`src/rtl/alu_exec_if.sv`:
```
// Start/done handshake bundle between the ALU controller and the execute stage.
interface alu_exec_if #(
    parameter int unsigned XLEN = 32
);
    logic            start;
    logic [3:0]      Operation;
    logic [XLEN-1:0] SrcA;
    logic [XLEN-1:0] SrcB;
    logic            busy;
    logic            done;
    logic [XLEN-1:0] ALUResult;
    logic            Zero;
    logic            LessS;
    logic            LessU;

    modport master (
        output start, Operation, SrcA, SrcB,
        input  busy, done, ALUResult, Zero, LessS, LessU
    );

    modport slave (
        input  start, Operation, SrcA, SrcB,
        output busy, done, ALUResult, Zero, LessS, LessU
    );
endinterface

```
`src/rtl/alu_exec_unit.sv`:
```
// Multi-cycle execute stage: single-cycle logic/arith/compare, shifts iterate one bit per cycle.
module alu_exec_unit #(
    parameter int unsigned XLEN = 32
) (
    input  logic      clk,
    input  logic      reset,
    alu_exec_if.slave alu_if
);
    localparam int unsigned SHAMT_W = 5;

    localparam logic [3:0] OP_AND  = 4'b0000;
    localparam logic [3:0] OP_OR   = 4'b0001;
    localparam logic [3:0] OP_ADD  = 4'b0010;
    localparam logic [3:0] OP_XOR  = 4'b0011;
    localparam logic [3:0] OP_SLL  = 4'b0100;
    localparam logic [3:0] OP_SLTU = 4'b0101;
    localparam logic [3:0] OP_SUB  = 4'b0110;
    localparam logic [3:0] OP_SUBU = 4'b0111;
    localparam logic [3:0] OP_SRL  = 4'b1000;
    localparam logic [3:0] OP_SLT  = 4'b1010;
    localparam logic [3:0] OP_SRA  = 4'b1100;

    typedef enum logic [1:0] {ST_IDLE, ST_SHIFT, ST_DONE} state_e;

    state_e              state_q, state_d;
    logic [3:0]          op_q, op_d;
    logic [XLEN-1:0]     work_q, work_d;
    logic [SHAMT_W-1:0]  cnt_q, cnt_d;
    logic                pend_s_q, pend_s_d;
    logic                pend_u_q, pend_u_d;
    logic [XLEN-1:0]     result_q, result_d;
    logic                zero_q, zero_d;
    logic                less_s_q, less_s_d;
    logic                less_u_q, less_u_d;
    logic                busy_q, busy_d;
    logic                done_q, done_d;

    logic                in_shift;
    logic [SHAMT_W-1:0]  shamt;
    logic                lt_s, lt_u;
    logic [XLEN-1:0]     alu_res;
    logic [XLEN-1:0]     shifted;

    assign in_shift = (alu_if.Operation == OP_SLL) || (alu_if.Operation == OP_SRL) ||
                      (alu_if.Operation == OP_SRA);
    assign shamt    = alu_if.SrcB[SHAMT_W-1:0];
    assign lt_s     = $signed(alu_if.SrcA) < $signed(alu_if.SrcB);
    assign lt_u     = alu_if.SrcA < alu_if.SrcB;

    // Single-cycle result; a shift only lands here with a zero amount, so it passes A through.
    always_comb begin
        alu_res = '0;
        case (alu_if.Operation)
            OP_AND:                 alu_res = alu_if.SrcA & alu_if.SrcB;
            OP_OR:                  alu_res = alu_if.SrcA | alu_if.SrcB;
            OP_ADD:                 alu_res = alu_if.SrcA + alu_if.SrcB;
            OP_XOR:                 alu_res = alu_if.SrcA ^ alu_if.SrcB;
            OP_SUB, OP_SUBU:        alu_res = alu_if.SrcA - alu_if.SrcB;
            OP_SLTU:                alu_res = XLEN'(lt_u);
            OP_SLT:                 alu_res = XLEN'(lt_s);
            OP_SLL, OP_SRL, OP_SRA: alu_res = alu_if.SrcA;
            default:                alu_res = '0;
        endcase
    end

    // One bit position per cycle on the working register.
    always_comb begin
        case (op_q)
            OP_SLL:  shifted = {work_q[XLEN-2:0], 1'b0};
            OP_SRL:  shifted = {1'b0, work_q[XLEN-1:1]};
            default: shifted = {work_q[XLEN-1], work_q[XLEN-1:1]};
        endcase
    end

    always_ff @(posedge clk or posedge reset) begin
        if (reset) state_q <= ST_IDLE;
        else       state_q <= state_d;
    end

    always_comb begin
        state_d = state_q;
        case (state_q)
            ST_IDLE:  if (alu_if.start) state_d = (in_shift && shamt != '0) ? ST_SHIFT : ST_DONE;
            ST_SHIFT: if (cnt_q == SHAMT_W'(1)) state_d = ST_DONE;
            ST_DONE:  state_d = ST_IDLE;
            default:  state_d = ST_IDLE;
        endcase
    end

    always_comb begin
        op_d     = op_q;
        work_d   = work_q;
        cnt_d    = cnt_q;
        pend_s_d = pend_s_q;
        pend_u_d = pend_u_q;
        result_d = result_q;
        zero_d   = zero_q;
        less_s_d = less_s_q;
        less_u_d = less_u_q;
        busy_d   = (state_d != ST_IDLE);
        done_d   = (state_d == ST_DONE);
        case (state_q)
            ST_IDLE: begin
                if (alu_if.start) begin
                    op_d     = alu_if.Operation;
                    work_d   = alu_if.SrcA;
                    cnt_d    = shamt;
                    pend_s_d = lt_s;
                    pend_u_d = lt_u;
                    if (!(in_shift && shamt != '0)) begin
                        result_d = alu_res;
                        zero_d   = (alu_res == '0);
                        less_s_d = lt_s;
                        less_u_d = lt_u;
                    end
                end
            end
            ST_SHIFT: begin
                work_d = shifted;
                cnt_d  = cnt_q - SHAMT_W'(1);
                if (cnt_q == SHAMT_W'(1)) begin
                    result_d = shifted;
                    zero_d   = (shifted == '0);
                    less_s_d = pend_s_q;
                    less_u_d = pend_u_q;
                end
            end
            default: ;
        endcase
    end

    always_ff @(posedge clk or posedge reset) begin
        if (reset) begin
            op_q     <= '0;
            work_q   <= '0;
            cnt_q    <= '0;
            pend_s_q <= 1'b0;
            pend_u_q <= 1'b0;
            result_q <= '0;
            zero_q   <= 1'b0;
            less_s_q <= 1'b0;
            less_u_q <= 1'b0;
            busy_q   <= 1'b0;
            done_q   <= 1'b0;
        end else begin
            op_q     <= op_d;
            work_q   <= work_d;
            cnt_q    <= cnt_d;
            pend_s_q <= pend_s_d;
            pend_u_q <= pend_u_d;
            result_q <= result_d;
            zero_q   <= zero_d;
            less_s_q <= less_s_d;
            less_u_q <= less_u_d;
            busy_q   <= busy_d;
            done_q   <= done_d;
        end
    end

    assign alu_if.busy      = busy_q;
    assign alu_if.done      = done_q;
    assign alu_if.ALUResult = result_q;
    assign alu_if.Zero      = zero_q;
    assign alu_if.LessS     = less_s_q;
    assign alu_if.LessU     = less_u_q;
endmodule
```
`src/flat_wrapper.sv`:
```
// flat-port wrapper written by rule: the top's interface ports become plain ports
module alu_exec_unit_flat 
#(
    parameter int unsigned XLEN = 32
)
  (clk, reset, alu_if_start, alu_if_Operation, alu_if_SrcA, alu_if_SrcB, alu_if_busy, alu_if_done, alu_if_ALUResult, alu_if_Zero, alu_if_LessS, alu_if_LessU);
  alu_exec_if #(.XLEN(XLEN)) alu_if_i ();
  input  logic clk;
  input  logic reset;
  input wire logic [$bits(alu_if_i.start)-1:0] alu_if_start;
  input wire logic [$bits(alu_if_i.Operation)-1:0] alu_if_Operation;
  input wire logic [$bits(alu_if_i.SrcA)-1:0] alu_if_SrcA;
  input wire logic [$bits(alu_if_i.SrcB)-1:0] alu_if_SrcB;
  output wire logic [$bits(alu_if_i.busy)-1:0] alu_if_busy;
  output wire logic [$bits(alu_if_i.done)-1:0] alu_if_done;
  output wire logic [$bits(alu_if_i.ALUResult)-1:0] alu_if_ALUResult;
  output wire logic [$bits(alu_if_i.Zero)-1:0] alu_if_Zero;
  output wire logic [$bits(alu_if_i.LessS)-1:0] alu_if_LessS;
  output wire logic [$bits(alu_if_i.LessU)-1:0] alu_if_LessU;
  assign alu_if_i.start = alu_if_start;
  assign alu_if_i.Operation = alu_if_Operation;
  assign alu_if_i.SrcA = alu_if_SrcA;
  assign alu_if_i.SrcB = alu_if_SrcB;
  assign alu_if_busy = alu_if_i.busy;
  assign alu_if_done = alu_if_i.done;
  assign alu_if_ALUResult = alu_if_i.ALUResult;
  assign alu_if_Zero = alu_if_i.Zero;
  assign alu_if_LessS = alu_if_i.LessS;
  assign alu_if_LessU = alu_if_i.LessU;
  alu_exec_unit #(.XLEN(XLEN)) u_core (.clk(clk), .reset(reset), .alu_if(alu_if_i));
endmodule
```
`config.mk`:
```
export PLATFORM = sky130hd
export DESIGN_NAME = alu_exec_unit_flat
export DESIGN_NICKNAME = d
export VERILOG_FILES = /design/src/rtl/alu_exec_if.sv /design/src/rtl/alu_exec_unit.sv /design/src/flat_wrapper.sv
export SDC_FILE = /design/constraint.sdc
export NUM_CORES = 1
export LEC_CHECK = 0
export CAP_MARGIN = 10
export CORE_ASPECT_RATIO = 0.8
export CORE_MARGIN = 2
export CORE_UTILIZATION = 55
export CTS_CLUSTER_SIZE = 28
export DETAILED_ROUTE_END_ITERATION = 6
export PLACE_DENSITY = 0.87
export SYNTH_ARGS = -nofsm -noshare
export SYNTH_HDL_FRONTEND = slang
export SYNTH_SLANG_ARGS = --single-unit
```
`constraint.sdc`:
```
create_clock -name clk -period 5.8 [get_ports clk]
set_clock_uncertainty 0.1 [all_clocks]
set_input_delay 0.87 -clock clk [delete_from_list [all_inputs] [get_ports clk]]
set_output_delay 0.87 -clock clk [all_outputs]
set_load 0.005 [all_outputs]
```
==> results.json <==
{
  "status": "finished, violations left",
  "violations": "design-rule violations",
  "synth_edf_count": 0,
  "start_util_pct": 56.49,
  "place_area_um2": 11300,
  "cp-end-kind": "flop",
  "cts-root-buf": "clkbuf_16",
  "synthSimpleGateAreaFrac_pct": 20.79,
  "port_buffers": 107,
  "clk_pin_slew_ns": 0.06,
  "grt_pass1_vias": 10650,
  "grt-ovfl-total": 0,
  "postCtsSetupBuffers": 0,
  "drc_errors": 10,
  "synth.distinct_cells": 88,
  "rsz0062_at_grt": "no",
  "pin_count": 108,
  "syn_area_per_cell_um2": 7.376,
  "tns_ns": 0,
  "area_growth_syn_to_layout_pct": 17.95,
  "synth_top_family_by_area": "compound AO/OA/AOI/OAI gates",
  "drt-wirelength-per-cell_um": 24.76,
  "r2r-start": "u_core.state_q[1]",
  "hold_class": "flop to flop",
  "max_freq_ghz": 0.1963,
  "synth_mux_area_share_pct": 4.625,
  "min_period_ns": 5.094,
  "cts_buffers": 9,
  "slew_violations": 0,
  "grt_usage_pct": 41.77,
  "cts_resized": 0,
  "cts_tree": "yes",
  "start_kind": "input port",
  "h-tree-depth": 3,
  "relSlewSlack_pct": 14.69,
  "min-delay-start": "u_core.alu_if.ALUResult[26]",
  "required_ns": 5.92,
  "drtIter0Drc": 1488,
  "fin_crit_sh_pct": 87.82,
  "synth_fp_nets": 1509,
  "clk-insertion-delay-late_ns": 0.34,
  "nFillCells": 1505,
  "yosysSeqAreaShare_pct": 20.84,
  "die_w_um": 153.6,
  "design_area_um2": 11610,
  "ir_drop_v": 0.0002734,
  "final_util_pct": 66.63,
  "syn_inst": 1335,
  "cap_violations": 0,
  "drtAntennaViolNets": 0,
  "wl_um": 40960,
  "synth_ff_type": "dfrtp_1",
  "p_per_area_nw_per_um2": 301.8,
  "grt_max_degree": 70,
  "place_congestion": 1.083,
  "dieHeight_um": 123.7,
  "ctsHoldBuffers": 0,
  "ys_ff_latch": 82,
  "antenna_found_initial": 1,
  "critPathMaxFanout": 5,
  "worstPathArrival_ns": 5.22,
  "vias_per_cell": 6.975,
  "first_pass_iters": 7,
  "netlist_area_um2": 9847,
  "drive_gt1_share_pct": 7.773,
  "hold_viol": 0,
  "startpoint": "alu_if_SrcB[0]",
  "leakage_uw": 0.005112,
  "nets": 1597,
  "setup_viol": 0,
  "total_power_uw": 3505,
  "core_area_um2": 17430,
  "hpwl_um": 31430,
  "grt_pass1_wl_um": 61470,
  "crit_type": "input port to flop",
  "whs_ns": 0.3749,
  "synthXorXnorAreaFrac_pct": 0.7116,
  "num_rows": 43,
  "clockBufferDepth": 2,
  "synth_warnings": 0,
  "dieArea_um2": 19000,
  "synthArstFlopShare_pct": 100.0,
  "vias": 11540,
  "worst_slew_pin_slew_ns": 1.275,
  "synthAdderAreaFrac_pct": 13.24,
  "clock-sinks": 82,
  "synth_compound_area_share_pct": 32.21
}
## metrics by stage
| stage | worst slack, ns | instances |
|---|---|---|
| finish | 0.7064 | 1654 |
| global route | 0.6469 | 1653 |
| CTS | 0.8878 | 1653 |
| detailed placement | 0.5544 | 1637 |
| global placement | 0.5886 | 1637 |
| floorplan | 1.940 | 1335 |
## path summary, 6_finish.rpt
path                                                    end  slack (ns)  cells past startpoint
worst max-delay path                     u_core.alu_if.Zero        0.71                     15
worst min-delay path            u_core.alu_if.ALUResult[26]        0.37                      2
worst max register to register           u_core.alu_if.Zero        2.12                     12
worst min register to register  u_core.alu_if.ALUResult[26]        0.37                      2
max in group asynchronous       u_core.alu_if.ALUResult[28]        3.74                      3
min in group asynchronous        u_core.alu_if.ALUResult[9]        0.83                      2
## Yosys cell counts, types with 20 or more instances
| master | number | share of area (%) |
|---|---|---|
| mux2i_1 | 41 | 4.2 |
| nor3_1 | 29 | 1.5 |
| a211oi_1 | 24 | 1.8 |
| nand2_1 | 182 | 6.9 |
| nand3_1 | 20 | 1.0 |
| a22oi_1 | 43 | 3.3 |
| nor2_1 | 88 | 3.4 |
| ha_1 | 101 | 13 |
| clkbuf_1 | 62 | 2.4 |
| o21ai_0 | 146 | 7.4 |
| dfrtp_1 | 82 | 21 |
| a21oi_1 | 77 | 3.9 |
| inv_1 | 103 | 3.9 |
## where the power goes
group | internal (uW) | switching [uW]
clock network | 359 | 240
logic | 744 | 1050
registers | 836 | 281
## per-layer routing
| metal | share of wire [%] | vias up | track usage, % |
|---|---|---|---|
| li1 | - | 5050 | - |
| met1 | 39 | 5383 | 54.89 |
| met2 | 43 | 913 | 65.72 |
| met3 | 12 | 190 | 8.838 |
| met4 | 6.4 | 0 | 21.04 |
| met5 | 0 | - | 0 |
## worst max-delay path: stages
cell and delay (ns):
clkdlybuf4s50_1 0.59, ha_1 0.24, inv_1 0.08, fa_1 0.39
nor2b_1 0.19, o221ai_1 0.23, a2111o_1 0.48, a2111oi_2 0.64
o31a_1 0.31, a211oi_1 0.09, xnor2_1 0.16, o221ai_1 0.37
or2_0 0.21, nor4_2 0.06, a221o_1 0.28
## layout by cell type, fill, tap and decap left out, drive strengths merged, types with 41 or more instances in the layout
master / instances
a21oi: 78
a22oi: 43
buf: 56
clkdlybuf4s50: 107
dfrtp: 82
ha: 101
inv: 104
mux2i: 41
nand2: 182
nor2: 89
o21ai: 147
## sequential cells by signal (all words and copies together), names as in the netlist
signal                   flops
u_core.alu_if.ALUResult     32
u_core.alu_if.LessS          1
u_core.alu_if.LessU          1
u_core.alu_if.Zero           1
u_core.alu_if.busy           1
u_core.alu_if.done           1
u_core.cnt_q                 5
u_core.op_q                  4
u_core.pend_s_q              1
u_core.pend_u_q              1
u_core.state_q               2
u_core.work_q               32
## logic make-up (layout without fill, tap and decap cells)
family | count (synthesis) | after routing
AO/OA/AOI/OAI | 474 | 474
AND/OR/NAND/NOR | 432 | 432
buffers and inverters | 191 | 284
adder cells (fa/ha/maj) | 103 | 103
flip-flops | 82 | 82
multiplexers | 45 | 45
XOR/XNOR | 8 | 8
other | 0 | 1
## layout make-up
| cell class | count | area, um2 | share of cell area (%) |
|---|---|---|---|
| Tap cell | 225 | 281.5 | 2.424 |
| Sequential cell | 82 | 2052 | 17.67 |
| Clock buffer | 11 | 252.7 | 2.176 |
| Multi-Input combinational cell | 1062 | 7078 | 60.94 |
| Antenna cell | 1 | 2.502 | 0.02154 |
| Inverter | 105 | 395.4 | 3.404 |
| Clock inverter | 5 | 61.31 | 0.5278 |
| Timing Repair Buffer | 163 | 1491 | 12.84 |
No activity file was read; power rests on OpenSTA's default activity.
